<file path="config.mk">
export PLATFORM = sky130hd
export DESIGN_NAME = outcome_controller_flat
export DESIGN_NICKNAME = d
export VERILOG_FILES = /design/src/rtl/crossy_pkg.sv /design/src/rtl/outcome_controller_if.sv /design/src/rtl/outcome_controller_hold_timer.sv /design/src/rtl/outcome_controller.sv /design/src/flat_wrapper.sv
export SDC_FILE = /design/constraint.sdc
export NUM_CORES = 1
export LEC_CHECK = 0
export CORE_MARGIN = 2
export CORE_UTILIZATION = 41
export DETAILED_ROUTE_END_ITERATION = 8
export GPL_ROUTABILITY_DRIVEN = 0
export PLACE_DENSITY = 0.72
export SYNTH_ARGS = -nofsm -noshare
export SYNTH_HDL_FRONTEND = slang
export SYNTH_SLANG_ARGS = --single-unit
</file>
<file path="constraint.sdc">
create_clock -name clk -period 1.5 [get_ports clk]
set_input_delay 0.15 -clock clk [delete_from_list [all_inputs] [get_ports clk]]
set_output_delay 0.15 -clock clk [all_outputs]
set_load 0.02 [all_outputs]
</file>
<file path="src/rtl/crossy_pkg.sv">
// Shared types and default constants for the game-outcome sequencer.
package crossy_pkg;

  typedef enum logic [2:0] {
    READY = 3'd0,
    PLAY  = 3'd1,
    CRASH = 3'd2,
    WIN   = 3'd3,
    OVER  = 3'd4
  } game_state_t;

  localparam int HOLD_TICKS_DEF = 3;
  localparam int LIVES_DEF      = 3;
  localparam int SCORE_W_DEF    = 4;

  // Width needed to hold a lives count from 0 up to n inclusive.
  function automatic int lives_width(input int n);
    return (n < 1) ? 1 : $clog2(n + 1);
  endfunction

endpackage

</file>
<file path="src/rtl/outcome_controller_if.sv">
// Playfield/display-facing signal bundle of the outcome sequencer.
interface outcome_controller_if
  import crossy_pkg::*;
#(
  parameter int LIVES   = LIVES_DEF,
  parameter int SCORE_W = SCORE_W_DEF
);
  localparam int LW = lives_width(LIVES);

  logic               tick_en;
  logic               collision;
  logic               at_goal;
  logic               start;
  logic               crash_check;
  logic               victory;
  logic               msg_done;
  logic               respawn;
  logic               freeze;
  logic               game_over;
  logic [LW-1:0]      lives_left;
  logic [SCORE_W-1:0] score;

  modport master (
    output tick_en, collision, at_goal, start,
    input  crash_check, victory, msg_done, respawn, freeze, game_over, lives_left, score
  );

  modport slave (
    input  tick_en, collision, at_goal, start,
    output crash_check, victory, msg_done, respawn, freeze, game_over, lives_left, score
  );
endinterface

</file>
<file path="src/rtl/outcome_controller_hold_timer.sv">
// Tick counter for outcome hold periods; done strobes on the N-th counted tick.
module hold_timer #(
  parameter int N = 3
) (
  input  logic clk,
  input  logic reset,
  input  logic clr,
  input  logic tick_en,
  output logic done
);
  localparam int CW = (N > 1) ? $clog2(N) : 1;

  logic [CW-1:0] count_q, count_d;

  // clr dominates so a tick arriving while held clear is never counted.
  assign done = tick_en && !clr && (count_q == CW'(N - 1));

  always_comb begin
    count_d = count_q;
    if (clr || done) begin
      count_d = '0;
    end else if (tick_en) begin
      count_d = count_q + 1'b1;
    end
  end

  always_ff @(posedge clk or posedge reset) begin
    if (reset) begin
      count_q <= '0;
    end else begin
      count_q <= count_d;
    end
  end
endmodule

</file>
<file path="src/rtl/outcome_controller.sv">
// Game-outcome sequencer: latches CRASH/WIN, holds for a number of ticks,
// then pulses msg_done/respawn; also owns the lives and score counters.
module outcome_controller
  import crossy_pkg::*;
#(
  parameter int HOLD_TICKS = HOLD_TICKS_DEF,
  parameter int LIVES      = LIVES_DEF,
  parameter int SCORE_W    = SCORE_W_DEF
) (
  input  logic                 clk,
  input  logic                 reset,
  outcome_controller_if.slave  bus
);
  localparam int LW = lives_width(LIVES);

  game_state_t        state_q, state_d;
  logic [LW-1:0]      lives_q, lives_d;
  logic [SCORE_W-1:0] score_q, score_d;
  logic               in_hold;
  logic               hold_done;
  logic               msg_done_d;
  logic               respawn_d;

  assign in_hold = (state_q == CRASH) || (state_q == WIN);

  // Timer sits cleared outside the hold states, so a tick in the entry cycle is ignored.
  hold_timer #(
    .N (HOLD_TICKS)
  ) u_hold_timer (
    .clk     (clk),
    .reset   (reset),
    .clr     (!in_hold),
    .tick_en (bus.tick_en),
    .done    (hold_done)
  );

  always_comb begin
    state_d    = state_q;
    lives_d    = lives_q;
    score_d    = score_q;
    msg_done_d = 1'b0;
    respawn_d  = 1'b0;
    case (state_q)
      READY: begin
        if (bus.start) begin
          state_d   = PLAY;
          respawn_d = 1'b1;
        end
      end
      PLAY: begin
        if (bus.collision) begin
          state_d = CRASH;
          if (lives_q != '0) lives_d = lives_q - 1'b1;
        end else if (bus.at_goal) begin
          state_d = WIN;
          if (score_q != '1) score_d = score_q + 1'b1;
        end
      end
      CRASH: begin
        if (hold_done) begin
          msg_done_d = 1'b1;
          respawn_d  = 1'b1;
          state_d    = (lives_q == '0) ? OVER : PLAY;
        end
      end
      WIN: begin
        if (hold_done) begin
          msg_done_d = 1'b1;
          respawn_d  = 1'b1;
          state_d    = PLAY;
        end
      end
      OVER: begin
        if (bus.start) begin
          state_d   = PLAY;
          respawn_d = 1'b1;
          lives_d   = LW'(LIVES);
          score_d   = '0;
        end
      end
      default: state_d = READY;
    endcase
  end

  always_ff @(posedge clk or posedge reset) begin
    if (reset) begin
      state_q <= READY;
      lives_q <= LW'(LIVES);
      score_q <= '0;
    end else begin
      state_q <= state_d;
      lives_q <= lives_d;
      score_q <= score_d;
    end
  end

  assign bus.crash_check = (state_q == CRASH);
  assign bus.victory     = (state_q == WIN);
  assign bus.freeze      = (state_q != PLAY);
  assign bus.game_over   = (state_q == OVER);
  assign bus.msg_done    = msg_done_d;
  assign bus.respawn     = respawn_d;
  assign bus.lives_left  = lives_q;
  assign bus.score       = score_q;
endmodule
</file>
<file path="src/flat_wrapper.sv">
// flat-port wrapper written by rule: the top's interface ports become plain ports
module outcome_controller_flat import crossy_pkg::*;
#(
  parameter int HOLD_TICKS = HOLD_TICKS_DEF,
  parameter int LIVES      = LIVES_DEF,
  parameter int SCORE_W    = SCORE_W_DEF
)
  (clk, reset, bus_tick_en, bus_collision, bus_at_goal, bus_start, bus_crash_check, bus_victory, bus_msg_done, bus_respawn, bus_freeze, bus_game_over, bus_lives_left, bus_score);
  outcome_controller_if #(.LIVES(LIVES), .SCORE_W(SCORE_W)) bus_i ();
  input  logic clk;
  input  logic reset;
  input wire logic [$bits(bus_i.tick_en)-1:0] bus_tick_en;
  input wire logic [$bits(bus_i.collision)-1:0] bus_collision;
  input wire logic [$bits(bus_i.at_goal)-1:0] bus_at_goal;
  input wire logic [$bits(bus_i.start)-1:0] bus_start;
  output wire logic [$bits(bus_i.crash_check)-1:0] bus_crash_check;
  output wire logic [$bits(bus_i.victory)-1:0] bus_victory;
  output wire logic [$bits(bus_i.msg_done)-1:0] bus_msg_done;
  output wire logic [$bits(bus_i.respawn)-1:0] bus_respawn;
  output wire logic [$bits(bus_i.freeze)-1:0] bus_freeze;
  output wire logic [$bits(bus_i.game_over)-1:0] bus_game_over;
  output wire logic [$bits(bus_i.lives_left)-1:0] bus_lives_left;
  output wire logic [$bits(bus_i.score)-1:0] bus_score;
  assign bus_i.tick_en = bus_tick_en;
  assign bus_i.collision = bus_collision;
  assign bus_i.at_goal = bus_at_goal;
  assign bus_i.start = bus_start;
  assign bus_crash_check = bus_i.crash_check;
  assign bus_victory = bus_i.victory;
  assign bus_msg_done = bus_i.msg_done;
  assign bus_respawn = bus_i.respawn;
  assign bus_freeze = bus_i.freeze;
  assign bus_game_over = bus_i.game_over;
  assign bus_lives_left = bus_i.lives_left;
  assign bus_score = bus_i.score;
  outcome_controller #(.HOLD_TICKS(HOLD_TICKS), .LIVES(LIVES), .SCORE_W(SCORE_W)) u_core (.clk(clk), .reset(reset), .bus(bus_i));
endmodule
</file>
==> out/results.ini <==
[outcome]
status=finished, violations left
failed_checks=setup timing

[logic_synthesis]
synthArstFlopShare_pct=100
ys.flop_type=dfrtp_1
ys_seq_area_share_pct=41.5
synthTopCellsByCount=dfrtp_1 (9), nor2_1 (9), inv_1 (7)
syn_area_um2=669
synth_edf_count=0
ys_warn_count=0
yosys-top-cells-area=dfrtp_1 (34%), dfstp_2 (7.9%), mux2i_1 (7.5%), ha_1 (5.6%), nor2_1 (5.0%)
synth_cell_types=28
syn_nets=81
syn_inst=72
syn_area_per_cell_um2=9.30
yosysTopAreaCell=dfrtp_1
ys_seq_elements=11
synth_top_area_share_pct=33.6

[placement]
port_buffers=17
place_hpwl_mm=1.26
pre_cts_ws_ns=-0.139

[power]
total_power_w=0.00188
p_int_w=0.00111
seqPwrFrac_pct=28.8
netSwitchingFraction_pct=41.0
clkPwrFrac_pct=10.9
ir_drop_v=0.000959
p_sw_w=0.000771
powerDensity_mw_per_mm2=1800
p_leak_nw=0.540
combPwrFrac_pct=60.3

[route]
viasPerCell=5.56
firstDrtPassIters=4
drt_iter0_drc=33
num_vias=717
wl_mm=1.84
route.antenna.remaining_nets=0
wl_per_cell_um=14.3
drc=0

[cts]
insertion_delay_ns=0.27
clkSinkCount=11
cts_tree=done
cts_buffers=3
cts_max_path_buffers=2
htreeDepth=1
clkTransAtPathRegs_ns=0.07
clock-root-buffer=clkbuf_4

[timing]
fin_skew_ns=0.00199
worst_pin_slew_ns=0.463
hold_viol_final=0
fmax_mhz=660
setup_viol=2
holdWs_ns=0.185
min_period_ns=1.52
setup_ws_ns=-0.0152
slew_headroom_pct=69.1
fin_crit_sh_pct=101
finalSetupTns_ns=-0.0213
rsz0062_at_grt=yes
finalMaxSlewViolations=0

[critical_path]
crit_fanout=4
slowest_delay_ns=0.43
path_class=reg -> reg
critPathSlowestCell=or3b_4
endpoint_kind=register
startpoint_type=register
cp.arrival_ns=1.71
cp_common_cell=or3b_4
path_cells=or3b_4, or3b_4, a22o_1
crit_required_ns=1.70
path_delay_family=simple AND/OR/NAND/NOR gates
critPathBufInv=0

[hold_path]
min_path_type=in -> async

[flow_run]
max_cap_violations=0

[cells_and_area]
antenna_cells=0
fillCellCount=132
final_layout_size_suffix_gt1_share_pct=38.9
num-nets-final=123
areaGrowthSynthToFinish_pct=56.4

[die]
row_count=14
design.die.area_mm2=0.00197
pin_count=18
core_area_mm2=0.00152
die_h_um=44.4
fp.dieW_um=44.4
initial_core_util_pct=43.9

[global_routing]
antenna_found_initial=0
grt_max_degree=12
grt_pass1_wl_mm=2.98
grt_usage_pct=21.4
grt_overflow=0
grt_pass1_vias=713

==> logic make-up after synthesis <==
group	count (synthesis)	synth area share, %
compound gates	12	12.0
fa+ha+maj	3	5.61
flops	11	41.5
simple gates	32	28.4
buf+inv	9	5.05
mux	5	7.48
==> what timing repair did <==
action,in CTS,in global routing
hold buffers,0,0
gates resized for setup,26,9
endpoints found under the hold margin,0,0
gates cloned,0,0
buffers inserted,3,1
pin swaps,0,1
setup endpoints to repair,12,11
==> final timing paths <==
check	from	to	slack, ns	cells past startpoint
worst max-delay path	u_core.state_q[2]$_DFFE_PP0P_	u_core.bus.lives_left[0]$_DFFE_PP1P_	-0.02	3
worst min-delay path	reset	u_core.u_hold_timer.count_q[1]$_DFFE_PP0P_	0.18	2
worst max register to register	u_core.state_q[2]$_DFFE_PP0P_	u_core.bus.lives_left[0]$_DFFE_PP1P_	-0.02	3
worst min register to register	u_core.bus.lives_left[1]$_DFFE_PP1P_	u_core.bus.lives_left[1]$_DFFE_PP1P_	0.54	2
max in group asynchronous	reset	u_core.bus.lives_left[0]$_DFFE_PP1P_	0.97	2
min in group clk	bus_start	u_core.state_q[0]$_DFFE_PP0P_	0.50	3
==> power groups by stage <==
stage / registers (W) / clock network (W) / logic, W
after global placement: 0.000563 / 0 / 0.00103
after floorplan: 0.000609 / 0 / 0.000512
after CTS: 0.000540 / 0.000213 / 0.00109
after global routing: 0.000557 / 0.000228 / 0.00124
final: 0.000541 / 0.000205 / 0.00113
after detailed placement: 0.000568 / 0 / 0.00107
==> flip-flops by register name (all words and copies together) (netlist names) <==
name and flops:
u_core.bus.score 4, u_core.state_q 3, u_core.u_hold_timer.count_q 2, u_core.bus.lives_left 2
==> layout by cell type, fill, tap and decap left out, drive strengths merged, types with 3 or more instances in the layout <==
cell type,n
o21ai,4
nor2,9
inv,7
mux2i,5
ha,3
buf,26
dfrtp,9
dlygate4sd2,3
nand2,6
clkdlybuf4s50,7
clkbuf,6
==> metal layers <==
metal,GRT usage [%],part of all wire (%),vias to the layer above,wire length (µm)
met2,37.9,53,28,972
met3,5.31,6.2,4,115
li1,-,-,340,-
met4,9.70,1.4,0,26
met1,24.0,40,345,729
met5,0,0,-,0
==> per-stage QoR <==
| step | util, % | cell area (µm²) | std cells |
|---|---|---|---|
| 2_1_floorplan | - | 674 | 72 |
| 3_3_place_gp | 65.1 | 992 | 121 |
| 3_5_place_dp | 65.1 | 992 | 121 |
| 4_1_cts | 67.3 | 1030 | 128 |
| 5_1_grt | 68.7 | 1050 | 129 |
| 6_report | 68.7 | 1050 | 129 |
==> area by class of cell <==
class | count | area [µm²] | area share, %
multi-input combinational | 52 | 388 | 37.0
timing repair buffer | 39 | 308 | 29.4
sequential | 11 | 279 | 26.6
clock buffer | 4 | 26.3 | 2.51
inverter | 7 | 26.3 | 2.51
tap | 16 | 20.0 | 1.91
(Power assumes the default switching activity.)
